[config.mk]
export PLATFORM = sky130hd
export DESIGN_NAME = deserialize
export DESIGN_NICKNAME = d
export VERILOG_FILES = /design/src/rtl/deserialize.sv
export SDC_FILE = /design/constraint.sdc
export NUM_CORES = 1
export LEC_CHECK = 0
export ABC_AREA = 1
export CORE_ASPECT_RATIO = 1.75
export CORE_MARGIN = 2
export CORE_UTILIZATION = 50
export DETAILED_ROUTE_END_ITERATION = 16
export GPL_TIMING_DRIVEN = 0
export PLACE_DENSITY = 0.9
export REMOVE_ABC_BUFFERS = 1
export SLEW_MARGIN = 40
export SYNTH_ARGS = -nofsm -noshare
export SYNTH_HDL_FRONTEND = slang
export SYNTH_SLANG_ARGS = --single-unit
[constraint.sdc]
create_clock -name clk -period 24.8 [get_ports clk]
set_input_delay 2.48 -clock clk [delete_from_list [all_inputs] [get_ports clk]]
set_output_delay 2.48 -clock clk [all_outputs]
set_load 0.01 [all_outputs]
[src/rtl/deserialize.sv]
// Packs a stream of BIT_WIDTH-bit elements into one LENGTH*BIT_WIDTH word.
// The first accepted element of a word ends up in the top slot. A flush
// pulse zero-pads a partial word. The finished word is held until the
// consumer takes it.
module deserialize #(
  parameter int LENGTH    = 32,
  parameter int BIT_WIDTH = 16
) (
  input  logic                          clk,
  input  logic                          rst,
  input  logic                          in_valid,
  input  logic [BIT_WIDTH-1:0]          in,
  output logic                          in_ready,
  input  logic                          flush,
  output logic [LENGTH*BIT_WIDTH-1:0]   out,
  output logic                          out_valid,
  input  logic                          out_ready,
  output logic [$clog2(LENGTH+1)-1:0]   count
);

  localparam int CW = $clog2(LENGTH + 1);
  localparam int WW = LENGTH * BIT_WIDTH;
  localparam logic [CW-1:0] LAST = CW'(LENGTH - 1);
  localparam logic [CW-1:0] ONE  = CW'(1);

  typedef enum logic [1:0] {
    FILL = 2'd0,
    PAD  = 2'd1,
    HOLD = 2'd2
  } state_t;

  state_t          state;
  state_t          next_state;
  logic [CW-1:0]   next_count;
  logic [WW-1:0]   next_out;
  logic            next_out_valid;
  logic [WW-1:0]   shifted;

  // Input is accepted only while collecting elements; depends on state alone.
  assign in_ready = (state == FILL);

  // Held word moved up one slot, leaving slot 0 free for the incoming element.
  assign shifted = out << BIT_WIDTH;

  // Next-state, word, count and valid computation.
  always_comb begin
    next_state     = state;
    next_count     = count;
    next_out       = out;
    next_out_valid = out_valid;
    case (state)
      FILL: begin
        if (in_valid) begin
          // Accept has priority over flush; the element is stored first.
          next_out                = shifted;
          next_out[BIT_WIDTH-1:0] = in;
          next_count              = count + ONE;
          if (count == LAST) begin
            next_state     = HOLD;
            next_out_valid = 1'b1;
          end else if (flush) begin
            next_state = PAD;
          end else begin
            next_state = FILL;
          end
        end else if (flush && (count != {CW{1'b0}})) begin
          next_state = PAD;
        end else begin
          next_state = FILL;
        end
      end
      PAD: begin
        // shifted already carries zeros in slot 0.
        next_out   = shifted;
        next_count = count + ONE;
        if (count == LAST) begin
          next_state     = HOLD;
          next_out_valid = 1'b1;
        end else begin
          next_state = PAD;
        end
      end
      HOLD: begin
        if (out_ready) begin
          next_state     = FILL;
          next_count     = {CW{1'b0}};
          next_out_valid = 1'b0;
        end else begin
          next_state = HOLD;
        end
      end
      default: begin
        next_state     = FILL;
        next_count     = {CW{1'b0}};
        next_out       = {WW{1'b0}};
        next_out_valid = 1'b0;
      end
    endcase
  end

  // State, word, count and valid registers with asynchronous clear.
  always_ff @(posedge clk or posedge rst) begin
    if (rst) begin
      state     <= FILL;
      count     <= {CW{1'b0}};
      out       <= {WW{1'b0}};
      out_valid <= 1'b0;
    end else begin
      state     <= next_state;
      count     <= next_count;
      out       <= next_out;
      out_valid <= next_out_valid;
    end
  end

endmodule
# Word-level counts from Yosys, hierarchy flattened
# Cells that the tools add are included.
# op_classes
n_addsub,1
n_mul,0
n_div,0
order_cmp,0
n_eq_ne,5
n_shift,0
mux,16
bitwise,1
n_reduce_logical,5
# ops
cell,n
512-bit case mux with 3 select lines,1
512-bit 2-to-1 mux,1
6-bit case mux with 3 select lines,1
6-bit 2-to-1 mux,2
2-bit 2-to-1 mux,4
"6-bit by 1-bit adder with 6-bit output, second input constant",1
"6-bit by 5-bit equality test with 1-bit output, second input constant",1
2-bit case mux with 3 select lines,1
6-bit nonzero test,1
1-bit 2-to-1 mux,5
"2-bit inequality test, second input constant",2
2-bit AND reduction,2
1-bit case mux with 3 select lines,1
"2-bit by 1-bit equality test with 1-bit output, second input constant",1
"2-bit equality test, second input constant",1
2-bit logical NOT,1
1-bit logical AND,1
1-bit NOT,1
# word_totals
ff_bits,521
latch_bits,0
ramBits,0
rom_bits,0
inputBits,21
output_inout_bits,520
wordCells,32
memories,0

# Depth between registers and ports, before layout
# Gate-level depths: netlist of the first run.
# depth
depth_word,5
ltp_mapped,9
ltp_nobuf,7

# Worst setup path before layout of the first run
# No wires, ideal clock.
# synth_timing
kind,input -> register
from,input port in_valid
to,register out[260]
setup_ns,0.124
t_arrival_ns,3.340
setup_slack_ns,21.336
stages,6
cell_sequence,buf_2 inv_2 o21ai_4 buf_4 buf_2 o21ai_1
# synth_via
elab_chain_len,2
# synth_rtl
element,line,text
from (decl),11,"input logic in_valid,"
2-bit inequality test (no source line),n/a,
2-bit AND reduction (no source line),n/a,
to (signal assigned),106,out <= {WW{1'b0}};
to (signal assigned),111,out <= next_out;
to (decl),15,"output logic [LENGTH*BIT_WIDTH-1:0] out,"
# No other way between the ends.
# A chain may end at the register's enable or synchronous reset.

# Worst setup path after layout of the first run
# layout_timing
from,register state[1]
to,output port in_ready
# layout_via
elab_chain_len,1
# layout_rtl
element,line,text
from (decl),32,state_t state;
from (signal assigned),109,state <= next_state;
2-bit logical NOT,40,assign in_ready = (state == FILL);
to (decl),13,"output logic in_ready,"
# No other way between the ends.

==> impl_metrics.env, run 1 <==
export IMPL_postCtsSetupBuffers=0
export IMPL_yosysTopAreaCell="dfrtp_1"
export IMPL_grt_pass1_vias=19182
export IMPL_async_flop_share_pct=100
export IMPL_synth_ff_type="dfrtp_1"
export IMPL_synthTopCellsByCount="inv_1, dfrtp_1, nand3_1, o21ai_1, o21ai_0"
export IMPL_grt_usage_pct=28.9
export IMPL_final_core_util_pct=68.3
export IMPL_numCtsBuffers=46
export IMPL_p_switching_mw=0.514
export IMPL_yosysTopAreaCellShare_pct=60.5
export IMPL_cts_buffer_depth=3
export IMPL_worst_slew_pin_transition_ns=0.555
export IMPL_maxSlewHeadroom_pct=63.0
export IMPL_fillCellCount=2782
export IMPL_synth_edf_count=0
export IMPL_yosys_register_bits=521
export IMPL_pre_cts_slack_ns=18.97
export IMPL_seq_power_share_pct=48.0
export IMPL_start_kind="register"
export IMPL_wl_per_cell_um=19.5
export IMPL_clkPwrFrac_pct=37.3
export IMPL_crit_fanout=19
export IMPL_grt_pass1_wl_um=104000
export IMPL_ys_seq_area_share_pct=60.5
export IMPL_clk_latency_ns=0.56
export IMPL_multi_input_area_um2=5490
export IMPL_cts_hold_buffers=0
export IMPL_p_per_area_nw_per_um2=65.9
export IMPL_cts_resized=0
export IMPL_viasPerCell=5.59
export IMPL_drive_gt1_share_pct=4.84
export IMPL_root_buffer="clkbuf_16"
export IMPL_internal_power_mw=1.40
export IMPL_max_freq_mhz=215
export IMPL_sw_frac_of_total_pct=26.8
export IMPL_arrival_ns=2.17
export IMPL_synth_area_per_cell_um2=9.40
export IMPL_yosys_warnings=0
export IMPL_peakVddDrop_mv=0.0646
export IMPL_p_comb_share_pct=14.8
export IMPL_rows=100
export IMPL_drt_iter0_markers=1930
export IMPL_nets=2775
export IMPL_leakage_nw=11.7
export IMPL_rsz0062_at_grt="no"
export IMPL_critical_path_required_ns=22.32
export IMPL_finClkSkew_ns=0.0154
export IMPL_dp_hpwl_um=43600
export IMPL_synth_area_top_cells="dfrtp_1, nand3_1, inv_1"
export IMPL_register_area_um2=13000
export IMPL_drtPass1Iterations=6
export IMPL_synth_most_common_cell="inv_1"
export IMPL_cts_tree="built"
export IMPL_remaining_drc_errors=0
export IMPL_finalHoldViolCount=0
export IMPL_start_util_pct=50.6
export IMPL_overflow=0
export IMPL_fin_crit_sh_pct=18.8
export IMPL_setup_slack_ns=20.15
export IMPL_path_clk_slew_ns=0.07
export IMPL_setup_tns_ns=0
export IMPL_setup_viol_count_final=0
export IMPL_synth_distinct_cells=23
export IMPL_routabilityCongestion=0.844
export IMPL_grt_max_degree=109
export IMPL_dieArea_um2=44800
export IMPL_portBuffers=540
export IMPL_ant_nets=0
export IMPL_status="finished clean"
export IMPL_syn_cell_area_um2=21500
export IMPL_pin_count=541
export IMPL_dpl_instance_area_um2=27600
export IMPL_critPathCaptureType="output port"
export IMPL_routed_wl_um=65300
export IMPL_core_um2=42500
export IMPL_fin_crit_ns=4.65
export IMPL_hp_class="register to register"
export IMPL_vias=18724
export IMPL_cts_max_level=2
export IMPL_slew_viol_final=0
export IMPL_clock_sinks=521
export IMPL_critical_path_class="register to output port"
export IMPL_finalInstanceArea_um2=29000
export IMPL_chipHeight_um=279
export IMPL_antenna_found_initial=0
export IMPL_maxCapViolations=0
export IMPL_die_w_um=161
export IMPL_diodes=0
export IMPL_postSynthCellCount=2293
export IMPL_syn2layout_area_growth_pct=34.8
-- through the flow --
step,power [mW],std cells,hold WS [ns]
after floorplan,1.05,2123,0.552
after global placement,1.16,3224,0.513
after detailed placement,1.21,3265,0.516
after CTS,1.92,3348,0.525
after global routing,1.98,3348,0.552
final,1.91,3348,0.525
-- power by group through the flow --
stage	registers [mW]	clock network, mW	logic (mW)
final	0.918	0.713	0.282
after global routing	0.921	0.758	0.304
after CTS	0.917	0.723	0.282
after detailed placement	0.931	0	0.277
after global placement	0.930	0	0.234
after floorplan	0.942	0	0.109
-- worst paths after layout --
kind,start,to,slack [ns],depth (start not counted)
min,out[500],out[500],0.53,2
max reg2reg,state[1],out[330],21.87,7
min in group asynchronous,rst,out[283],2.42,2
max,state[1],in_ready,20.15,2
min reg2reg,out[500],out[500],0.53,2
max in group asynchronous,rst,out[121],20.82,5
-- kinds of logic (layout without fill, tap and decap cells) --
logic type               Yosys count  count (layout)  share of synthesized area, %
buffers and inverters            697            1191                          14.0
AND/OR/NAND/NOR                  553             553                          13.1
flip-flops                       521             521                          60.5
AO/OA/AOI/OAI                    520             520                          12.2
adder cells (fa/ha/maj)            2               2                         0.116
-- worst max-delay path, cell delays in order (launching register included) --
cell and delay (ns):
dfrtp_1 0.57, nor2_8 0.42, clkdlybuf4s50_1 0.62
-- routing by layer --
metal  global-route usage (%)  vias to the layer above  share of wire (%)  wire (um)
met2                     49.5                      990                 50      32600
met4                     19.6                        0                8.3       5400
met3                     6.64                      289                7.7       5040
met1                     31.8                     9161                 34      22300
met5                        0                        -                  0          0
li1                         -                     8284                  -          -
-- state kept, by name, indices dropped and copies added, names as in the netlist --
| name | count |
|---|---|
| state | 2 |
| out_valid | 1 |
| count | 6 |
| out | 512 |
-- cells in the final DEF, fill, tap and decap left out, drive strengths merged --
cell             n
a21oi            2
buf             42
clkbuf          76
clkdlybuf4s50  539
clkinv           6
clkinvlp         1
dfrtp          521
ha               2
inv            527
nand2           19
nand3          521
nand3b           2
nand4            2
nor2             9
o21ai          518
-- layout make-up --
| cell class | count | share of cell area (%) |
|---|---|---|
| clock inverters | 7 | 0.129 |
| clock buffers | 76 | 5.02 |
| flip-flops and latches | 521 | 44.9 |
| well taps | 561 | 2.42 |
| repair buffers | 581 | 21.8 |
| multi-input cells | 1075 | 18.9 |
| inverters | 527 | 6.86 |
(Power assumes the default switching activity.)
==> run 2, diff against run 1 <==
--- a/config.mk
+++ b/config.mk
@@ -8,10 +8,10 @@
 export ABC_AREA = 1
 export CORE_ASPECT_RATIO = 1.75
 export CORE_MARGIN = 2
-export CORE_UTILIZATION = 50
+export CORE_UTILIZATION = 49
 export DETAILED_ROUTE_END_ITERATION = 16
 export GPL_TIMING_DRIVEN = 0
-export PLACE_DENSITY = 0.9
+export PLACE_DENSITY = 0.89
 export REMOVE_ABC_BUFFERS = 1
 export SLEW_MARGIN = 40
 export SYNTH_ARGS = -nofsm -noshare
==> constraint.sdc (replaced) <==
create_clock -name clk -period 4.3 [get_ports clk]
set_input_delay 0.43 -clock clk [delete_from_list [all_inputs] [get_ports clk]]
set_output_delay 0.43 -clock clk [all_outputs]
set_load 0.01 [all_outputs]
==> impl_metrics.env, run 2 (same netlist as run 1, synthesis figures left out) <==
export IMPL_status="finished clean"
export IMPL_arrival_ns=3.31
export IMPL_antenna_found_initial=0
export IMPL_root_buffer="clkbuf_16"
export IMPL_leakage_nw=11.7
export IMPL_syn2layout_area_growth_pct=35.2
export IMPL_ant_nets=0
export IMPL_rsz0062_at_grt="no"
export IMPL_finClkSkew_ns=0.0198
export IMPL_multi_input_area_um2=5490
export IMPL_slew_viol_final=0
export IMPL_register_area_um2=13000
export IMPL_cts_hold_buffers=0
export IMPL_path_clk_slew_ns=0.07
export IMPL_wl_per_cell_um=19.8
export IMPL_fin_crit_ns=2.85
export IMPL_portBuffers=540
export IMPL_fillCellCount=2898
export IMPL_pin_count=541
export IMPL_crit_fanout=73
export IMPL_max_freq_mhz=351
export IMPL_setup_viol_count_final=0
export IMPL_critPathCaptureType="register"
export IMPL_cts_resized=0
export IMPL_maxCapViolations=0
export IMPL_chipHeight_um=281
export IMPL_rows=101
export IMPL_fin_crit_sh_pct=66.3
export IMPL_holdWs_ns=0.282
export IMPL_grt_usage_pct=28.5
export IMPL_vias=18696
export IMPL_dieArea_um2=45700
export IMPL_routabilityCongestion=0.844
export IMPL_worst_slew_pin_transition_ns=0.526
export IMPL_diodes=0
export IMPL_final_cell_mix="clkdlybuf4s50_1, inv_1, dfrtp_1, nand3_1, o21ai_1"
export IMPL_dp_hpwl_um=43700
export IMPL_routed_wl_um=66400
export IMPL_drtPass1Iterations=5
export IMPL_postCtsSetupBuffers=0
export IMPL_grt_pass1_wl_um=104000
export IMPL_critical_path_class="register to register"
export IMPL_hp_class="primary input to async pin"
export IMPL_peakVddDrop_mv=0.410
export IMPL_dpl_instance_area_um2=27600
export IMPL_finalHoldViolCount=0
export IMPL_start_util_pct=49.7
export IMPL_overflow=0
export IMPL_cts_buffer_depth=3
export IMPL_numCtsBuffers=46
export IMPL_reg_top3="out: 512 flops, count: 6 flops, state: 2 flops"
export IMPL_nets=2778
export IMPL_drt_iter0_markers=1855
export IMPL_core_um2=43300
export IMPL_start_kind="register"
export IMPL_largest_register_ffs=512
export IMPL_p_per_area_nw_per_um2=387
export IMPL_cts_tree="built"
export IMPL_drive_gt1_share_pct=5.09
export IMPL_critical_path_required_ns=4.76
export IMPL_grt_max_degree=113
export IMPL_grt_pass1_vias=19166
export IMPL_cts_max_level=2
export IMPL_maxSlewHeadroom_pct=64.9
export IMPL_clk_latency_ns=0.56
export IMPL_finalInstanceArea_um2=29100
export IMPL_final_core_util_pct=67.2
export IMPL_regMostFlops="out"
export IMPL_die_w_um=163
export IMPL_clock_sinks=521
export IMPL_final_common_cell="clkdlybuf4s50_1"
export IMPL_remaining_drc_errors=0
export IMPL_viasPerCell=5.57
[run 2: worst paths after layout]
kind                       slack (ns)  depth (start not counted)      from  endpoint
min in group clk                 0.39                          3  in_valid    out[8]
min reg2reg                      0.53                          2  out[498]  out[498]
max in group asynchronous        2.22                          6       rst  out[312]
max reg2reg                      1.45                          7  state[1]  out[314]
max                              1.45                          7  state[1]  out[314]
min                              0.28                          2       rst  out[315]
[run 2: area by class of cell]
cell class,count,area share [%]
clock inverters,13,0.640
repair buffers,584,21.7
inverters,527,6.84
well taps,566,2.43
clock buffers,70,4.78
flip-flops and latches,521,44.8
multi-input cells,1075,18.9
[run 2: routing by layer]
layer / track usage, % / wire [um]
met5: 0 / 0
met4: 19.4 / 5360
met2: 48.1 / 32900
met3: 7.44 / 5770
met1: 31.4 / 22400
[run 2: where the power goes]
group	total, mW	switching, mW	internal [mW]	leakage, nW
Clock	4.34	1.85	2.48	0.782
Combinational	1.63	0.962	0.667	3.71
Sequential	5.30	0.204	5.10	7.22
[run 2: worst max-delay path: stages, from the launching register on]
cell,delay [ns]
dfrtp_1,0.67
nor2_8,0.18
nand2_8,0.32
buf_16,0.32
buf_16,0.32
buf_16,0.28
nand3_1,0.33
o21ai_1,0.22
[run 2: per-stage QoR]
stage	std cells	total power, mW	setup TNS, ns	setup slack, ns
final	3356	11.3	0	1.45
after global routing	3356	11.7	0	1.36
after global placement	3229	6.73	-	-15.74
after CTS	3356	11.3	0	1.16
after detailed placement	3273	6.97	0	0.674
after floorplan	2123	6.06	-6651.82	-10.69
